<file path="config.mk">
export PLATFORM = sky130hd
export DESIGN_NAME = serial_capture_fifo
export DESIGN_NICKNAME = d
export VERILOG_FILES = /design/src/rtl/serial_capture_fifo.sv
export SDC_FILE = /design/constraint.sdc
export NUM_CORES = 1
export LEC_CHECK = 0
export ABC_CLOCK_PERIOD_IN_PS = 2500
export CAP_MARGIN = 25
export CORE_MARGIN = 1.5
export CORE_UTILIZATION = 45
export CTS_BUF_LIST = sky130_fd_sc_hd__clkbuf_8
export DETAILED_ROUTE_END_ITERATION = 16
export HOLD_SLACK_MARGIN = 0.1
export PLACE_DENSITY_LB_ADDON = 0.08
export SLEW_MARGIN = 0
export SYNTH_ARGS = -nofsm -noshare
export SYNTH_HDL_FRONTEND = slang
export SYNTH_SLANG_ARGS = --single-unit
</file>
<file path="constraint.sdc">
create_clock -name clock -period 2.5 [get_ports clock]
set_input_delay 0.5 -clock clock [delete_from_list [all_inputs] [get_ports clock]]
set_output_delay 0.5 -clock clock [all_outputs]
set_load 0.02 [all_outputs]
</file>
<file path="src/rtl/serial_capture_fifo.sv">
// serial_capture_fifo: captures processor serial bytes into a FIFO, popped by a debounced active-low key.
// Define SERCAP_FAST_POP_EN to bypass the debounce counter (debounced level = second sync flop).
module serial_capture_fifo #(
   parameter int DEPTH = 16,
   parameter int ADDR_W = 4,
   parameter int DEBOUNCE_CYCLES = 250000
) (
   input  logic              clock,
   input  logic              reset,
   input  logic [7:0]        serial_in,
   input  logic              serial_wren,
   output logic              serial_ready_out,
   input  logic              pop_key,
   input  logic              clear,
   output logic [7:0]        head_data,
   output logic              head_valid,
   output logic [ADDR_W:0]   count,
   output logic              overflow,
   output logic [31:0]       last_word
);
   localparam logic [ADDR_W:0] FULL = (ADDR_W+1)'(DEPTH);
   logic [7:0] mem [DEPTH];
   logic [ADDR_W-1:0] wr_ptr, rd_ptr;
   logic sync0, sync1, db, db_d;
   logic full, empty, push_ok, pop_ok;
   always_comb begin
      full = count == FULL;
      empty = count == '0;
      push_ok = serial_wren && !full;
      pop_ok = db_d && !db && !empty;
      serial_ready_out = !full;
      head_valid = !empty;
      head_data = empty ? 8'h00 : mem[rd_ptr];
   end
   always_ff @(posedge clock) begin
      if (reset) begin
         wr_ptr <= '0;
         rd_ptr <= '0;
         count <= '0;
         overflow <= 1'b0;
         last_word <= '0;
      end else if (clear) begin
         wr_ptr <= '0;
         rd_ptr <= '0;
         count <= '0;
         overflow <= 1'b0;
         last_word <= '0;
      end else begin
         if (push_ok) begin
            wr_ptr <= wr_ptr + ADDR_W'(1);
            last_word <= {last_word[23:0], serial_in};
         end
         if (serial_wren && full)
            overflow <= 1'b1;
         if (pop_ok)
            rd_ptr <= rd_ptr + ADDR_W'(1);
         count <= count + (ADDR_W+1)'(push_ok) - (ADDR_W+1)'(pop_ok);
      end
   end
   always_ff @(posedge clock)
      if (!reset && !clear && push_ok)
         mem[wr_ptr] <= serial_in;
`ifdef SERCAP_FAST_POP_EN
   always_comb db = sync1;
   always_ff @(posedge clock) begin
      if (reset) begin
         sync0 <= 1'b1;
         sync1 <= 1'b1;
         db_d <= 1'b1;
      end else begin
         sync0 <= pop_key;
         sync1 <= sync0;
         db_d <= sync1;
      end
   end
`else
   localparam int CNT_W = $clog2(DEBOUNCE_CYCLES);
   localparam logic [CNT_W-1:0] CNT_MAX = CNT_W'(DEBOUNCE_CYCLES - 1);
   logic [CNT_W-1:0] db_cnt;
   // the pop pulse is db_d & ~db, so it lands the cycle after the debounced fall
   always_ff @(posedge clock) begin
      if (reset) begin
         sync0 <= 1'b1;
         sync1 <= 1'b1;
         db <= 1'b1;
         db_d <= 1'b1;
         db_cnt <= '0;
      end else begin
         sync0 <= pop_key;
         sync1 <= sync0;
         db_d <= db;
         if (sync1 == db)
            db_cnt <= '0;
         else if (db_cnt == CNT_MAX) begin
            db <= sync1;
            db_cnt <= '0;
         end else
            db_cnt <= db_cnt + CNT_W'(1);
      end
   end
`endif
endmodule

</file>
==> results of run 1 <==
cell type report:
type / count / area, sq um
inverters: 10 / 37.5
flip-flops and latches: 200 / 5300
multi-input cells: 324 / 2520
well taps: 225 / 282
clock buffers: 17 / 234
repair buffers: 98 / 943
clock inverters: 15 / 174
fillers: 1435 / 7810
report_power, final:
part	internal, mW	leakage, nW	total, mW	switching [mW]
Sequential	3.52	1.74	3.53	0.0131
Combinational	0.0952	1.08	0.258	0.163
Clock	0.850	0.199	2.07	1.21
path summary, 6_finish.rpt:
path                        to  slack [ps]
setup / recovery  head_data[3]        -180
setup reg to reg      count[4]         120
hold reg to reg          sync1         420
hold / removal           sync1         420
critical path: cells and delay by family, from the launching register on:
family,cells,cell delay [ps]
mux,1,530
compound gates,2,370
buf+inv,2,390
flops,1,420
synthesized netlist by cell type (all sizes together) (12+ instances only):
cell type	count
edfxtp	128
nand2	77
dfxtp	72
nor2	46
a21oi	40
mux4	32
buf	19
a211oi	16
clkbuf	14
nand3	13
xnor2	12
sequential cells by signal (all words and copies together), names as in the netlist, named ones only:
signal,flops
mem,128
last_word,32
db_cnt,18
count,5
rd_ptr,4
wr_ptr,4
db,1
db_d,1
overflow,1
sync0,1
sync1,1
routing by layer:
metal | GRT usage [%] | wire length, um
met2 | 29.7 | 7600
met5 | 0 | 0
met3 | 3.88 | 497
met4 | 5.20 | 187
met1 | 25.5 | 7570
what timing repair did:
action / in CTS / in global routing
setup endpoints to repair: 9 / 10
gates resized for setup: 58 / 4
pin swaps: 12 / 5
hold endpoints to repair: 0 / 0
gates cloned: 1 / 0
hold buffers: 0 / 0
buffers inserted: 2 / 0
logic make-up after synthesis:
logic type,count (synthesis),share of synthesized area [%]
AND/OR/NAND/NOR,183,10.7
flip-flops,200,66.5
adder cells (fa/ha/maj),12,1.98
XOR/XNOR,23,2.54
multiplexers,42,10.3
AO/OA/AOI/OAI,64,5.07
buffers and inverters,43,2.82
layout by cell type, fill, tap and decap left out, types with 11 or more instances in the layout:
| cell type | instances |
|---|---|
| edfxtp_1 | 128 |
| nand3_1 | 13 |
| xor2_1 | 11 |
| xnor2_1 | 12 |
| a21oi_1 | 39 |
| nand2_1 | 76 |
| dfxtp_1 | 69 |
| mux4_2 | 32 |
| nor2_1 | 46 |
| clkbuf_8 | 17 |
| buf_4 | 30 |
| clkdlybuf4s50_1 | 50 |
==> impl_results.md, run 1 <==
* Outcome: complete, but fails checks
* Failing checks: setup timing
* Synth Instances at 567
* Flops & latches, synth at 200
* Fmax at 374 MHz
* P_leak at 3.02 nW
* Synth top area share at 48.4%
* I/O pin total at 61
* Asr flop ratio synth at 0%
* DR vias/cell at 5.24
* DP Wirelength at 10500 um
* EDFF count, synth at 128
* Grt total ovfl at 0
* Largest area contributor in the synthesized netlist: edfxtp_1
* Power per standard cell area at 617 nW/um^2
* Setup WS pre-CTS at -145 ps
* Die height at 136 um
* Final ANT Viol Nets at 0
* Max-slew violations at 0
* DRT iter0 DRCs at 249
* H-Tree Depth at 4
* Initial antenna violation count at 0
* Routed vias at 4659
* Num rows at 48
* CTS tree: built
* RSZ-0062 raised after global routing: yes
* Mean post-synth cell area at 14.0 sq um
* Routed WL at 15900 um
* CP cell instances: buf_8 -> mux4_2 -> a211oi_2 -> a211oi_1 -> buf_2
* Worst Tran Pin Value at 778 ps
* Synth top area cells: edfxtp_1 48%, dfxtp_1 18%, mux4_2 9.1%
* Overall Power at 5.86 mW
* Worst r2r path cells at 11
* Hold Crit Class: reg -> reg
* Post-Route Utilization at 54.9%
* First-pass GRT wire length at 25500 um
* Detailed-route wire length per cell at 17.8 um
* Buffers added on ports at 60
* Initial Util at 45.9%
* Synth-to-layout area growth at 19.5%
* Worst-Skew Late Latency at 460 ps
* WHS Path Cells at 1
* Die X-Extent at 136 um
* DP Area at 9010 sq um
* Layout cell share with drive strength beyond 1 at 21.1%
* Crit path DAT at 2180 ps
* Num CTS Buffers at 17
* Drt first pass iters at 4
* Setup TNS at -1090 ps
* Seq/Total Area, Yosys at 66.5%
* Peak VDD IR at 305 uV
* CTS root buf: clkbuf_8
* Final #Nets at 676
* Gr usage total at 18.5%
* Clock Tree Buf Depth at 2
* CP Class: reg -> out
* Crit path max fanout at 12
* Vias in the first global route at 4762
* Worst path required time at 2000 ps
* Gpl congestion at 0.760
* Clk slew on worst S/H paths at 100 ps
* Kind of end point of the critical path: output port
* Hold_sp: sync0
* Remaining DRCs at 0
* Largest net degree at the start of global routing at 35
* ANT cells at 0
* Final period util at 107%
* Design area at 9490 sq um
* Top_reg_cell synth: edfxtp_1
* Clock sink total at 200
* Final Hold Vio Count at 0
* Synth cell types at 43
* Critical path's slowest cell: mux4_2
* Setup WS post-layout at -176 ps
* Max_slew headroom at 48.0%
* Post-route non-filler standard cell count at 889
* MaxCap Viol Count at 0
* Critical path startpoint category: register
* Yosys warning total at 0
* Die area at 18500 sq um
* Largest stage delay, worst path at 530 ps
* Tmin final at 2680 ps
* Hold slack at 422 ps
* Core ar. at 17300 sq um
* Final setup viols at 8
* Final Skew at 12.1 ps
* RR Startpoint: count[2]
* # placed instances at 855
* Post-Syn Area at 7940 sq um
* Syn nets at 592
No activity file was read; power rests on OpenSTA's default activity.
==> inputs of run 2 (changes only) <==
--- a/config.mk
+++ b/config.mk
@@ -12,7 +12,8 @@
 export CTS_BUF_LIST = sky130_fd_sc_hd__clkbuf_8
 export DETAILED_ROUTE_END_ITERATION = 16
 export HOLD_SLACK_MARGIN = 0.1
-export PLACE_DENSITY_LB_ADDON = 0.08
+export PLACE_DENSITY = 0.68
+export SETUP_SLACK_MARGIN = 0.5
 export SLEW_MARGIN = 0
 export SYNTH_ARGS = -nofsm -noshare
 export SYNTH_HDL_FRONTEND = slang
==> run 2 against run 1 <==
Effect of this change: the run still ends with setup timing left; cell count is 1.6% higher; flip-flop and latch count stayed put; clock power is 25% higher; sequential power hardly changed; via count is 3.6% higher; critical endpoint is now head_data[7]; worst hold slack better by 3.5 ps.
==> impl_results.md, run 2 (synthesized netlist as in run 1, its figures left out) <==
* Hold Crit Class: reg -> reg
* DR vias/cell at 5.35 (+2.0%)
* Largest regs: mem: 128 flops, last_word: 32 flops, db_cnt: 18 flops
* Fmax at 388 MHz (+3.7%)
* Clock sink total at 200 (unchanged)
* Initial antenna violation count at 0 (unchanged)
* Die X-Extent at 136 um (unchanged)
* CP Class: reg -> out
* Max-slew violations at 0 (unchanged)
* DP Wirelength at 10800 um (+2.9%)
* Final setup viols at 8 (unchanged)
* Detailed-route wire length per cell at 18.2 um (+2.0%)
* I/O pin total at 61 (unchanged)
* MaxCap Viol Count at 0 (unchanged)
* Worst-Skew Late Latency at 450 ps (about the same)
* Final #Nets at 690 (+2.1%)
* WHS Path Cells at 1 (unchanged)
* Top delay family on crit path: multiplexers
* Outcome: complete, but fails checks
* Num rows at 48 (unchanged)
* Max_slew headroom at 52.1% (+4.1 points)
* Routed vias at 4828 (+3.6%)
* Kind of end point of the critical path: output port
* Worst r2r path cells at 11 (unchanged)
* Largest stage delay, worst path at 510 ps (-20 ps)
* Largest net degree at the start of global routing at 35 (unchanged)
* Post-CTS Hold Buffers at 0 (unchanged)
* Final ANT Viol Nets at 0 (unchanged)
* Routed WL at 16400 um (+3.6%)
* Clk slew on worst S/H paths at 100 ps (about the same)
* Core ar. at 17300 sq um (unchanged)
* Layout cell share with drive strength beyond 1 at 29.5% (+8.4 points)
* Most flops, register: mem
* Tmin final at 2580 ps (-96.6 ps)
* CTS tree: built
* FF-to-FF setup slack at 100 ps (-20 ps)
* Final Skew at 9.21 ps (-2.85 ps)
* CTS root buf: clkbuf_8
* Gr usage total at 19.0% (+0.59 points)
* Grt total ovfl at 0 (unchanged)
* ANT cells at 0 (unchanged)
* CP cell instances: buf_8 -> mux4_2 -> nor2b_4 -> a211oi_2 -> a211oi_2 -> buf_4
* Most frequent CP cell: a211oi_2
* Critical path startpoint category: register
* Worst path required time at 2000 ps (about the same)
* First-pass GRT wire length at 26200 um (+3.1%)
* Num CTS Buffers at 17 (unchanged)
* Crit path max fanout at 7 (-5)
* RSZ-0062 raised after global routing: yes
* Final period util at 103% (-3.9 points)
* Post-Route Utilization at 59.4% (+4.5 points)
* Die area at 18500 sq um (unchanged)
* Power per standard cell area at 625 nW/um^2 (+1.3%)
* Buffers added on ports at 60 (unchanged)
* Max reg flops at 128 (unchanged)
* Initial Util at 45.9% (unchanged)
* Vias in the first global route at 4902 (+2.9%)
* Gpl congestion at 0.778 (+2.4%)
* Crit path DAT at 2080 ps (-100 ps)
* Remaining DRCs at 0 (unchanged)
* DRT iter0 DRCs at 234 (-6.0%)
* CP bufs+invs at 2 (unchanged)
* Clock Tree Buf Depth at 2 (unchanged)
* Worst Tran Pin Value at 716 ps (-61.2 ps)
* Final Hold Vio Count at 0 (unchanged)
* Die height at 136 um (unchanged)
* Setup TNS at -480 ps (+605 ps)
* Most frequent cells in the layout: 128 x edfxtp_1, 75 x nand2_1, 66 x dfxtp_1
* WP depth at 6 (+1)
* Failing checks: setup timing
* Synth-to-layout area growth at 29.3%
* Drt first pass iters at 5 (+1)
* P_leak at 3.52 nW (+17%)
* Critical path's slowest cell: mux4_2
* Peak VDD IR at 319 uV (+4.5%)
* Setup WS pre-CTS at -118 ps (+27.7 ps)
* Setup WS post-layout at -79.6 ps (+96.6 ps)
* Commonest non-fill, non-tap cell in the layout: edfxtp_1
* H-Tree Depth at 4 (unchanged)
==> run 2: cell count changes in the layout (fill, tap and decap cells not counted), sizes merged <==
| cell | before | now |
|---|---|---|
| buf | 46 | 62 |
| bufinv | 1 | 8 |
| clkbuf | 18 | 20 |
| clkdlybuf4s50 | 50 | 28 |
| clkinv | 2 | 4 |
| clkinvlp | 3 | 0 |
| dlygate4sd2 | 0 | 9 |
| dlymetal6s2s | 1 | 13 |
| inv | 19 | 10 |
==> run 2: layer usage <==
| metal | share of wire, % | wire, um | vias up | global-route usage [%] |
|---|---|---|---|---|
| met5 | 0 | 0 | - | 0 |
| met4 | 1.7 | 277 | 0 | 6.26 |
| met3 | 4.0 | 663 | 20 | 3.80 |
| met2 | 48 | 7870 | 117 | 30.6 |
| met1 | 46 | 7610 | 2415 | 26.1 |
| li1 | - | - | 2276 | - |
==> run 2: worst reg2reg max path, stage by stage, from the launching register on <==
cell and delay, ps:
dfxtp_4 360, inv_4 60, ha_4 150, nor4b_4 290, nor3b_4 90, xnor2_1 140
ha_2 210, fa_2 370, a21oi_2 140, nor2_1 70, or3_1 360, a21oi_2 120
==> run 2: area by class of cell <==
cell class | instances | area (sq um)
clock buffers | 20 | 275
well taps | 225 | 282
multi-input cells | 324 | 2870
flip-flops and latches | 200 | 5300
repair buffers | 112 | 1240
fillers | 1315 | 7030
clock inverters | 12 | 259
inverters | 10 | 45.0
==> run 2: stage by stage <==
step / area, sq um / total power, mW / cells / hold slack, ps
final: 10300 / 6.42 / 903 / 425
after floorplan: 8260 / 3.75 / 567 / 389
after global placement: 9290 / 3.89 / 853 / 391
after CTS: 10200 / 6.46 / 902 / 430
after detailed placement: 9290 / 3.90 / 853 / 399
after global routing: 10300 / 6.62 / 903 / 441
==> run 2: worst paths after layout <==
| kind | startpoint | end |
|---|---|---|
| max | register | head_data[7] |
| min | sync0 | sync1 |
| max reg2reg | count[3] | count[4] |
| min reg2reg | sync0 | sync1 |
==> run 2: where the power goes <==
part	leakage, nW	total [mW]	internal (mW)	switching (mW)
logic	1.51	0.309	0.126	0.183
clock network	0.272	2.58	1.53	1.05
registers	1.74	3.53	3.52	0.0134
==> run 2: what timing repair did <==
| action | in CTS | in global routing |
|---|---|---|
| resized for setup | 99 | 24 |
| pin swaps | 21 | 12 |
| buffers inserted | 15 | 1 |
| setup endpoints to repair | 149 | 79 |
| gates cloned | 2 | 0 |
